File: config.mk
export PLATFORM = sky130hd
export DESIGN_NAME = pulse_shaper_mc
export DESIGN_NICKNAME = d
export VERILOG_FILES = /design/src/rtl/pulse_shaper_mc.sv
export SDC_FILE = /design/constraint.sdc
export NUM_CORES = 1
export LEC_CHECK = 0
export ABC_AREA = 1
export BUFFER_PORTS_ARGS = -buffer_cell sky130_fd_sc_hd__buf_2
export CAP_MARGIN = 20
export CORE_MARGIN = 3
export CORE_UTILIZATION = 50
export DETAILED_ROUTE_END_ITERATION = 8
export PLACE_DENSITY = 0.69
export SLEW_MARGIN = 5
export SYNTH_ARGS = -nofsm -noshare
export SYNTH_HDL_FRONTEND = slang
export SYNTH_SLANG_ARGS = --single-unit
File: constraint.sdc
create_clock -name clk -period 3.3 [get_ports clk]
set_clock_uncertainty 0.1 [all_clocks]
set_input_delay 0.165 -clock clk [delete_from_list [all_inputs] [get_ports clk]]
set_output_delay 0.165 -clock clk [all_outputs]
set_load 0.005 [all_outputs]
File: src/rtl/pulse_shaper_mc.sv
// Multi-channel delayed-pulse shaper.
// Each channel waits DELAY enabled edges after a trigger on x, then drives z
// high for at least MIN_W enabled edges. After that z either follows x (hold
// mode) or drops and waits for x to go low (one-shot mode). The mode is
// captured per channel at trigger time, so later mode changes only affect
// channels that have not yet triggered. A shared enable freezes every channel.
module pulse_shaper_mc #(
   parameter int CH    = 4,
   parameter int DELAY = 2,
   parameter int MIN_W = 2
) (
   input  logic          clk,
   input  logic          rst_n,
   input  logic          allow,
   input  logic          mode,
   input  logic [CH-1:0] x,
   output logic [CH-1:0] z,
   output logic [CH-1:0] busy
);

   localparam int MAX_DM = (DELAY > MIN_W) ? DELAY : MIN_W;
   localparam int CNT_W  = $clog2(MAX_DM + 1);

   // Reload values: the counter counts the remaining edges down to 0.
   localparam logic [CNT_W-1:0] DLY_LOAD = CNT_W'(DELAY - 1);
   localparam logic [CNT_W-1:0] ACT_LOAD = CNT_W'(MIN_W - 1);
   localparam logic [CNT_W-1:0] CNT_ONE  = CNT_W'(1);

   typedef enum logic [2:0] {
      IDLE,
      DLY,
      ACT,
      CHK,
      WLOW
   } state_t;

   // A zero delay or zero width has no meaningful timing, so refuse to build.
   generate
      if (DELAY < 1) begin : g_bad_delay
         $error("pulse_shaper_mc: DELAY must be 1 or more");
      end
      if (MIN_W < 1) begin : g_bad_min_w
         $error("pulse_shaper_mc: MIN_W must be 1 or more");
      end
   endgenerate

   generate
      for (genvar i = 0; i < CH; i++) begin : g_ch
         state_t           state;
         state_t           state_n;
         logic [CNT_W-1:0] cnt;
         logic [CNT_W-1:0] cnt_n;
         logic             mode_l;
         logic             mode_l_n;
         logic             z_q;
         logic             z_n;
         logic             busy_q;

         // State, counter, latched mode and registered outputs; frozen while allow is low.
         always_ff @(posedge clk or negedge rst_n) begin
            if (!rst_n) begin
               state  <= IDLE;
               cnt    <= '0;
               mode_l <= 1'b0;
               z_q    <= 1'b0;
               busy_q <= 1'b0;
            end else if (allow) begin
               state  <= state_n;
               cnt    <= cnt_n;
               mode_l <= mode_l_n;
               z_q    <= z_n;
               busy_q <= (state_n != IDLE);
            end
         end

         // Next-state and next-output logic; the last ACT edge applies the
         // release decision directly so z can drop right after MIN_W edges.
         always_comb begin
            state_n  = state;
            cnt_n    = cnt;
            mode_l_n = mode_l;
            z_n      = 1'b0;
            case (state)
               IDLE: begin
                  if (x[i]) begin
                     state_n  = DLY;
                     cnt_n    = DLY_LOAD;
                     mode_l_n = mode;
                  end
               end
               DLY: begin
                  if (cnt == '0) begin
                     state_n = ACT;
                     cnt_n   = ACT_LOAD;
                     z_n     = 1'b1;
                  end else begin
                     cnt_n = cnt - CNT_ONE;
                  end
               end
               ACT, CHK: begin
                  if (state == ACT && cnt != '0) begin
                     cnt_n = cnt - CNT_ONE;
                     z_n   = 1'b1;
                  end else if (x[i] && !mode_l) begin
                     state_n = CHK;
                     z_n     = 1'b1;
                  end else if (x[i]) begin
                     state_n = WLOW;
                  end else begin
                     state_n = IDLE;
                  end
               end
               WLOW: begin
                  if (!x[i]) begin
                     state_n = IDLE;
                  end
               end
               default: begin
                  state_n = IDLE;
               end
            endcase
         end

         assign z[i]    = z_q;
         assign busy[i] = busy_q;
      end
   endgenerate

endmodule

==> results.tsv <==
metric	value	unit
status	completed	
rows	22	
critPathBufInv	2	
synth_ff_type	dfrtp_1	
path_depth	8	
pwr-share-seq	37.5	%
clkLatencyLatePin	0.29	ns
finalHoldViolations	0	
syn-instance-count	257	
cts_tree	yes	
diodes	0	
drive_above_1_share	19.0	%
drv_slew	0	
crit_family	flip-flops	
busiest_layer	met2	
grt_usage	18.7	%
cp.arrival	1.60	ns
criticalPathCategory	reg2reg	
yosysTopAreaCell	dfrtp_1	
die_area	4750	um2
p_leak	0.00106	uW
synth_top_area_share	40.5	%
ir_drop	395	uV
hp-class	in2reg	
cts.clk_slew.worst_paths	0.07	ns
path_max_fanout	4	
cts_setup_buffers	0	
reg2reg_depth	8	
yosysUniqueCellTypes	28	
p_per_area	892	nW/um2
regArea	801	um2
async_flop_share	100	%
avgSynthCellArea	7.70	um2
cts-root-buf	clkbuf_8	
grt_max_degree	33	
cp_slowest_cell	dfrtp_1	
yosys_warnings	0	
dr_total_vias	1632	
portBuffers	15	
whs	0.114	ns
critical_path.max_stage_delay	0.38	ns
setup_tns	0	ns
antenna_left	0	
max_freq	657	MHz
gp_congestion	0.942	
required	3.37	ns
p_comb_share	45.0	%
antenna_found_initial	0	
period_needed	1.52	ns
ctsResizeCount	0	
nNetsFinal	284	
wirelength	3.78	mm
grt_overflow	0	
post-route-period-util	46.1	%
area_delta_synth_final	7.90	%
drv_cap	0	
p_int	1070	uW
end_kind	flip-flop	
use_met3	5.35	%
holdPathStages	3	
cp-start-kind	flip-flop	
cts_inserted_buffers	5	
synth_commonest_cells	nand2_1, dfrtp_1, nand3_1, inv_1, nor2_1	
finalSetupViolCount	0	
synth_area_leaders	dfrtp_1, nand2_1, nand3_1	
ios	16	
grt_util_met1	22.9	%
cts_max_path_buffers	2	
wire_per_inst	12.0	um
slew_headroom	53.7	%
grt_pass1_wl	6.43	mm
syn_area	1980	um2
nFillCells	374	
synth_edf_count	0	
use_met2	29.9	%
core_area	3740	um2
switching_share	43.7	%
drtPass1Iterations	4	
grt_setup_unrepaired	false	
worst_pin_slew	0.695	ns
start_util	52.9	%
h-tree-depth	2	
setup_slack	1.78	ns
multi_input_area	966	um2
dp_slack	1.56	ns
cts_sinks	32	
die_w	68.9	um
cts_hold_buf	1	
drc	0	
grt_pass1_vias	1498	
ys_seq_area_share	40.5	%
switchingPower	833	uW
vias_per_cell	5.16	
drt_iter0_drc	79	
yosysMostFrequentCell	nand2_1	
pwr-share-clk	17.5	%
ys_ff_latch	32	
cp_cell_sequence	inv_1 > ha_1 > inv_1 > nand2_1 > a21oi_1 > nand3_2 > nor2_1 > a21oi_1	
syn_nets	273	
hpwl	2.73	mm
fp.dieH	68.9	um
area by class of cell:
| cell class | instances | area share, % |
|---|---|---|
| clock buffers | 7 | 4.51 |
| inverters | 34 | 5.98 |
| multi-input cells | 179 | 45.2 |
| flip-flops and latches | 32 | 37.5 |
| well taps | 48 | 2.81 |
| repair buffers | 16 | 3.98 |
power groups by stage:
stage | clock (uW) | sequential, uW | combinational (uW)
6_report | 333 | 715 | 857
5_1_grt | 354 | 741 | 996
4_1_cts | 341 | 715 | 863
3_5_place_dp | 0 | 721 | 858
3_3_place_gp | 0 | 717 | 844
2_1_floorplan | 0 | 685 | 737
sequential cells by signal, indices dropped and copies added, names as in the netlist:
signal       flops
g_ch.busy_q      4
g_ch.cnt         8
g_ch.state      12
g_ch.mode_l      4
g_ch.z_q         4
worst register-to-register path, cell delays in order, from the launching register on:
cell     delay, ns
dfrtp_1       0.38
inv_1         0.07
ha_1          0.22
inv_1         0.08
nand2_1       0.10
a21oi_1       0.18
nand3_2       0.12
nor2_1        0.12
a21oi_1       0.05
per-layer routing:
layer,part of all wire (%),vias to the layer above
met5,0,-
met4,1.6,0
met3,3.0,5
met2,47,18
met1,48,756
li1,-,853
layout by cell type, fill, tap and decap left out, drive strengths merged:
cell type / netlist / layout
inv: 33 / 33
dlygate4sd3: 0 / 1
a21boi: 1 / 1
dfrtp: 32 / 32
o21ai: 21 / 21
a21oi: 12 / 12
a31oi: 1 / 1
nand2: 51 / 51
nor2: 36 / 36
nand4: 5 / 5
clkinv: 1 / 1
nand3b: 3 / 3
o31ai: 2 / 2
clkbuf: 0 / 7
nand3: 32 / 32
buf: 12 / 15
ha: 8 / 8
o21a: 2 / 2
nor3: 5 / 5
metrics by stage:
step	utilization, %	total power (uW)	cell area (um2)	std cells
after floorplan	-	1420	1980	257
after global placement	54.2	1560	2030	308
after detailed placement	54.2	1580	2030	308
after CTS	57.1	1920	2140	316
after global routing	57.1	2090	2140	316
final	57.1	1910	2140	316
cells by family after synthesis:
logic type      count (synthesis)  share of synthesized area (%)
compound gates                 39                           11.9
fa+ha+maj                       8                           5.06
buf+inv                        46                           10.7
flops                          32                           40.5
simple gates                  132                           31.9
worst paths after layout:
check                               startpoint               end  slack (ns)
worst max-delay path            g_ch[0].cnt[0]    g_ch[0].cnt[1]        1.78
worst min-delay path                      x[2]    g_ch[2].mode_l        0.11
worst max register to register  g_ch[0].cnt[0]    g_ch[0].cnt[1]        1.78
worst min register to register     g_ch[2].z_q       g_ch[2].z_q        0.39
max in group asynchronous                rst_n  g_ch[0].state[0]        2.29
min in group asynchronous                rst_n    g_ch[3].cnt[0]        0.36
Power figures use the tool's default switching activity.
